$ cat src/rtl/leaf_pkt_pkg.sv
// Shared BFT packet layout for the leaf interface: field offsets, widths,
// the packed packet struct and a decode helper.
package leaf_pkt_pkg;

    localparam int PKT_W           = 49;
    localparam int PKT_VALID_BIT   = 48;
    localparam int PKT_LEAF_LSB    = 43;
    localparam int PKT_LEAF_W      = 5;
    localparam int PKT_PORT_LSB    = 39;
    localparam int PKT_PORT_W      = 4;
    localparam int PKT_ADDR_LSB    = 32;
    localparam int PKT_ADDR_W      = 7;
    localparam int PKT_PAYLOAD_LSB = 0;
    localparam int PKT_PAYLOAD_W   = 32;

    typedef struct packed {
        logic                     valid;
        logic [PKT_LEAF_W-1:0]    leaf;
        logic [PKT_PORT_W-1:0]    port;
        logic [PKT_ADDR_W-1:0]    addr;
        logic [PKT_PAYLOAD_W-1:0] payload;
    } leaf_pkt_t;

    function automatic leaf_pkt_t unpack_pkt(input logic [PKT_W-1:0] raw);
        leaf_pkt_t p;
        p.valid   = raw[PKT_VALID_BIT];
        p.leaf    = raw[PKT_LEAF_LSB    +: PKT_LEAF_W];
        p.port    = raw[PKT_PORT_LSB    +: PKT_PORT_W];
        p.addr    = raw[PKT_ADDR_LSB    +: PKT_ADDR_W];
        p.payload = raw[PKT_PAYLOAD_LSB +: PKT_PAYLOAD_W];
        return p;
    endfunction

endpackage

$ cat src/rtl/leaf_port_fifo.sv
// Per-channel FIFO with a registered head-of-queue output and vld/ack handshake.
// DEPTH must be a power of two >= 2; the output register mirrors the head entry.
module leaf_port_fifo #(
    parameter int WIDTH = 32,
    parameter int DEPTH = 16
) (
    input  logic             clk,
    input  logic             reset,
    input  logic             wr_en,
    input  logic [WIDTH-1:0] wr_data,
    input  logic             ack,
    output logic             vld,
    output logic [WIDTH-1:0] data,
    output logic             drop
);

    localparam int AW = $clog2(DEPTH);

    logic [WIDTH-1:0] mem [DEPTH];
    logic [AW:0]      wr_ptr, rd_ptr, wr_ptr_nxt, rd_ptr_nxt;
    logic             rd, full, wr_acc, empty_nxt;
    logic [WIDTH-1:0] head_nxt;

    // vld always equals "not empty", so a transfer implies a stored entry
    assign rd     = vld && ack;
    assign full   = (wr_ptr[AW] != rd_ptr[AW]) && (wr_ptr[AW-1:0] == rd_ptr[AW-1:0]);
    assign wr_acc = wr_en && (!full || rd);
    assign drop   = wr_en && full && !rd;

    assign wr_ptr_nxt = wr_ptr + (AW+1)'(wr_acc);
    assign rd_ptr_nxt = rd_ptr + (AW+1)'(rd);
    assign empty_nxt  = (wr_ptr_nxt == rd_ptr_nxt);

    // Next head may be the word being written this very cycle
    always_comb begin
        head_nxt = mem[rd_ptr_nxt[AW-1:0]];
        if (wr_acc && (rd_ptr_nxt == wr_ptr))
            head_nxt = wr_data;
    end

    always_ff @(posedge clk or posedge reset) begin
        if (reset) begin
            wr_ptr <= '0;
            rd_ptr <= '0;
            vld    <= 1'b0;
            data   <= '0;
        end else begin
            wr_ptr <= wr_ptr_nxt;
            rd_ptr <= rd_ptr_nxt;
            vld    <= !empty_nxt;
            if (!empty_nxt)
                data <= head_nxt;
        end
    end

    always_ff @(posedge clk) begin
        if (wr_acc)
            mem[wr_ptr[AW-1:0]] <= wr_data;
    end

endmodule

$ cat src/rtl/leaf_packet_demux.sv
// Leaf-side BFT packet demultiplexer: routes payloads by port field into per-channel FIFOs.
// Optional leaf-address filtering is enabled by defining LEAF_DEMUX_ADDR_CHECK_EN.
module leaf_packet_demux
    import leaf_pkt_pkg::*;
#(
    parameter int PACKET_BITS   = 49,
    parameter int PAYLOAD_BITS  = 32,
    parameter int NUM_LEAF_BITS = 5,
    parameter int NUM_PORT_BITS = 4,
    parameter int NUM_IN_PORTS  = 6,
    parameter int FIFO_DEPTH    = 16,
    parameter int LEAF_ID       = 0
) (
    input  logic                                 clk,
    input  logic                                 reset,
    input  logic [PACKET_BITS-1:0]               din_leaf_bft2interface,
    output logic [NUM_IN_PORTS*PAYLOAD_BITS-1:0] dout_leaf_interface2user,
    output logic [NUM_IN_PORTS-1:0]              vld_interface2user,
    input  logic [NUM_IN_PORTS-1:0]              ack_user2interface,
    output logic [NUM_IN_PORTS-1:0]              overflow,
    output logic [15:0]                          drop_cnt
);

    localparam logic [NUM_PORT_BITS-1:0] MAX_PORT  = NUM_PORT_BITS'(NUM_IN_PORTS);
    localparam logic [NUM_LEAF_BITS-1:0] LEAF_ADDR = NUM_LEAF_BITS'(LEAF_ID);

    leaf_pkt_t                   pkt;
    logic                        leaf_ok, route_ok, drop_inc;
    logic [NUM_IN_PORTS-1:0]     wr_en, ch_drop;
    logic [PKT_ADDR_W-1:0]       unused_addr;

    assign pkt         = unpack_pkt(din_leaf_bft2interface);
    assign unused_addr = pkt.addr;

`ifdef LEAF_DEMUX_ADDR_CHECK_EN
    assign leaf_ok = (pkt.leaf[NUM_LEAF_BITS-1:0] == LEAF_ADDR);
`else
    logic [NUM_LEAF_BITS-1:0] unused_leaf;
    assign unused_leaf = pkt.leaf[NUM_LEAF_BITS-1:0] ^ LEAF_ADDR;
    assign leaf_ok     = 1'b1;
`endif

    assign route_ok = pkt.valid && leaf_ok &&
                      (pkt.port != '0) && (pkt.port[NUM_PORT_BITS-1:0] <= MAX_PORT);

    // At most one packet arrives per cycle, so one increment covers every drop cause
    assign drop_inc = (pkt.valid && !route_ok) || (|ch_drop);

    for (genvar k = 0; k < NUM_IN_PORTS; k++) begin : g_ch
        assign wr_en[k] = route_ok && (pkt.port[NUM_PORT_BITS-1:0] == NUM_PORT_BITS'(k + 1));

        leaf_port_fifo #(
            .WIDTH (PAYLOAD_BITS),
            .DEPTH (FIFO_DEPTH)
        ) u_fifo (
            .clk     (clk),
            .reset   (reset),
            .wr_en   (wr_en[k]),
            .wr_data (pkt.payload[PAYLOAD_BITS-1:0]),
            .ack     (ack_user2interface[k]),
            .vld     (vld_interface2user[k]),
            .data    (dout_leaf_interface2user[k*PAYLOAD_BITS +: PAYLOAD_BITS]),
            .drop    (ch_drop[k])
        );
    end

    always_ff @(posedge clk or posedge reset) begin
        if (reset) begin
            overflow <= '0;
            drop_cnt <= '0;
        end else begin
            overflow <= overflow | ch_drop;
            if (drop_inc && (drop_cnt != 16'hFFFF))
                drop_cnt <= drop_cnt + 16'd1;
        end
    end

endmodule

$ cat config.mk
export PLATFORM = sky130hd
export DESIGN_NAME = leaf_packet_demux
export DESIGN_NICKNAME = d
export VERILOG_FILES = /design/src/rtl/leaf_pkt_pkg.sv /design/src/rtl/leaf_port_fifo.sv /design/src/rtl/leaf_packet_demux.sv
export SDC_FILE = /design/constraint.sdc
export NUM_CORES = 2
export LEC_CHECK = 0
export ABC_AREA = 1
export ABC_CLOCK_PERIOD_IN_PS = 15200
export CORE_AREA = 2 2 591 593
export CTS_BUF_LIST = sky130_fd_sc_hd__clkbuf_8
export DETAILED_ROUTE_END_ITERATION = 16
export DIE_AREA = 0 0 593 595
export GPL_TIMING_DRIVEN = 0
export RECOVER_POWER = 50
export SLEW_MARGIN = 10
export SYNTH_ARGS = -nofsm -noshare
export SYNTH_HDL_FRONTEND = slang
export SYNTH_SLANG_ARGS = --single-unit
$ cat constraint.sdc
create_clock -name clk -period 15.2 [get_ports clk]
set_clock_uncertainty 0.1 [all_clocks]
set_input_delay 3.04 -clock clk [delete_from_list [all_inputs] [get_ports clk]]
set_output_delay 3.04 -clock clk [all_outputs]
set_load 0.05 [all_outputs]
==> results.md <==
* Outcome: finished, violations left
* Failing checks: max-capacitance violations, max-slew violations
* Synth warn at 0
* Synth Area in Simple Gates at between 10% and 20%
* Crit start category: input port
* Drt total wl at roughly 460000 um
* Tmin final at around 10 ns
* # H-tree levels at 6
* Layout area overhead at 15.54%
* Count leader, synth: edfxtp_1
* Via count at 97.73k
* First-pass GRT wire length at between 600000 and 700000 um
* DP Worst Slack at between 7 and 8 ns
* Largest net degree at the start of global routing at 90
* Share of post-route cells with drive strength above 1 at 9.997%
* Setup Fix Bufs, Post-CTS at 0
* Boundary Pins at roughly 280
* CP Data Arrival Time at 11.25 ns
* Post-Synth Adder-Cell Area at less than 1%
* Effective utilization at floorplan at roughly 40%
* WL/cell at between 20 and 30 um
* Hold WS at ~0.37 ns
* Root Buffer: clkbuf_8
* Final Setup Violations at 0
* Die Y at a little under 600 um
* RSZ-0062 raised after global routing: no
* Antenna violations before repair at 53
* Pleak at between 50 and 60 nW
* Mux cell area share after synthesis at 0%
* Fmax at ~0.096 GHz
* Die area at 0.3528 mm^2
* First DRT Iteration DRCs at between 10k and 15k
* Clock power frac at between 20% and 30%
* CTS sink count at 3352
* Number of distinct library cells after synthesis at 37
* Synth top area cells: edfxtp_1 67%, nor2_1 6.7%, nand2_1 5.6%
* Yosys reg bits at roughly 3.4k
* Post-DRT Antenna Nets at 0
* Syn Nets at 12.22k
* Maximum VDD drop at around 0.16 mV
* Crit path required time at between 15 and 20 ns
* Vias in the first global route at around 93k
* Total iterations of the first detailed-routing run at 8
* CTS buffer count at 550
* DR top layer: met5
* Cell Count, Final, Fillers Out at around 18k
* Hold Vio Cnt, Final at 0
* WL met1 at 178500 um
* Dominant cell type by area after synthesis: edfxtp_1
* Crit-path cells: clkbuf_1 -> clkbuf_1 -> inv_1 -> nand3_1 -> nand3_1 -> nand2_1
* Prevailing post-synth register cell: edfxtp_1
* Syn Std Cell Area at between 0.1 and 0.15 mm^2
* Sw Share at between 40% and 50%
* Dpl cells at between 15k and 20k
* DR WL met3 at 48390 um
* Logic pwr share at 49.3%
* Yosys top cell area share at approximately two thirds
* CTS clock-pin slew for the worst setup and hold paths at ~0.06 ns
* Asr flop ratio synth at between 8 and 9%
* Port buffer count at around 260
* Die width at between 500 and 600 um
* Core footprint at 0.3473 mm^2
* Max-cap violation count at 71
* Final Max Slew Viols at roughly 3.4k
* Total track usage at between 20% and 30%
* Worst-margin pin slew at 5.351 ns
* Cell-internal power at 18.87 mW
* Hold buffers post-CTS at 0
* Crit path kind: input port to flop
* CP max-delay cell: clkbuf_1
* CP Max Fanout at 64
* Fin nets at ~13k
* Reg power frac at around 30%
* Final Cycle Share at about two thirds
* Congestion Overflow GR at 0
* Post-CTS Resized at 0
* DRC at 0
* Endpoint type of the worst setup path: flop
* HPWL after detailed placement at 305500 um
* Min-Delay Path Class: flop to flop
* Seq/Total Area, Yosys at a little under three quarters
* Pwr/cell area at 224.0 mW/mm^2
* Number of flops mapped to enable cells by yosys at roughly 3.1k
* XOR/XNOR Fraction of Synth Area at less than 1%
* Largest family of logic cells by synthesized area: simple AND/OR/NAND/NOR gates
* Synth Area in Compound Gates at 5.628%
* Avg Vias per Cell at 5.390
* CP peak stage delay at between 3 and 4 ns
* Met2 Routed Length at about 200000 um
* Sw Pwr at 16.89 mW
* CTS Buffer Depth at 4
* Worst-Skew Late Latency at ~1.1 ns
* TritonCTS clock tree: yes
* Slew HR at -256.7%
* Top cells by count, synth: 3072 x edfxtp_1, 2455 x nor2_1, 2066 x nand2_1
* FP Rows at around 220
* Syn Area/Cell at 11.38 um^2
* GPL Wtd Cong at slightly above 0.9
* Synth Instances at approximately 12k
* PnR worst setup slack at a little under 5 ns
## flip-flops by register name (all words and copies together) (netlist names)
register and cells:
drop_cnt 16, g_ch.u_fifo.data 192, g_ch.u_fifo.mem 3072, g_ch.u_fifo.rd_ptr 30, g_ch.u_fifo.vld 6, g_ch.u_fifo.wr_ptr 30
overflow 6
## through the flow
stage                     power [mW]  utilization [%]  setup TNS [ns]  instance area (um^2)
final                          35.76            45.97               0                159600
after global routing           37.66            45.95               0                159600
after CTS                      35.62            46.29               0                160800
after detailed placement       28.37            43.46               0                150900
after global placement         28.21            42.20         -238.52                146500
after floorplan                21.42                -               0                138200
## path summary, 6_finish.rpt
check,startpoint,endpoint,slack [ns],cells after the start
setup / recovery,din_leaf_bft2interface[25],g_ch[2].u_fifo.data[25],4.82,6
hold / removal,overflow[4],overflow[4],0.37,2
setup reg to reg,g_ch[2].u_fifo.vld,g_ch[2].u_fifo.data[24],10.86,15
hold reg to reg,overflow[4],overflow[4],0.37,2
max in group asynchronous,reset,g_ch[2].u_fifo.data[27],6.10,3
min in group asynchronous,reset,g_ch[0].u_fifo.data[20],3.02,2
## area by class of cell
cell class	instances	area, um^2
diodes	28	70.07
plain buffers	758	3368
clock buffers	590	8120
clock inverters	372	1714
fillers	31722	187600
inverters	354	1330
multi-input cells	7672	34810
flip-flops and latches	3352	99260
well taps	4599	5754
repair buffers	406	5200
## critical path: cells and delay by family
family                 cells  cell delay [ns]
buffers and inverters      3             7.17
AND/OR/NAND/NOR            3             0.94
## per-layer routing
metal	up-vias	track usage, %
met5	-	0.3831
met4	12	14.74
met3	1001	5.890
met2	5040	38.16
met1	47388	33.61
li1	44289	-
## power by group through the flow
stage / combinational (mW) / clock [mW] / sequential, mW
after floorplan: 9.62 / 0 / 11.8
after global placement: 17.1 / 0 / 11.1
after detailed placement: 17.4 / 0 / 11.0
after CTS: 17.4 / 7.36 / 10.8
after global routing: 19.0 / 7.74 / 10.9
final: 17.6 / 7.28 / 10.9
## cells by family (layout without fill, tap and decap cells)
family / count (synthesis) / count (layout)
AND/OR/NAND/NOR: 6111 / 6111
XOR/XNOR: 79 / 79
other: 0 / 28
buffers and inverters: 1112 / 2480
flip-flops: 3352 / 3352
adder cells (fa/ha/maj): 25 / 25
AO/OA/AOI/OAI: 1457 / 1457
## layout by cell type (no fill, tap or decap), drive strengths merged, types with 9 or more instances in the layout
cell,instances
edfxtp,3072
clkbuf,976
nand2,2075
a21oi,9
nand4,110
or2,10
dfrtp,280
nand3,1443
inv,497
diode,28
clkdlybuf4s50,223
o211ai,192
o21ai,1256
buf,547
clkinv,204
clkinvlp,21
xnor2,22
nor2,2465
xor2,57
ha,25
Note: power is estimated with default switching activity, not from simulation.
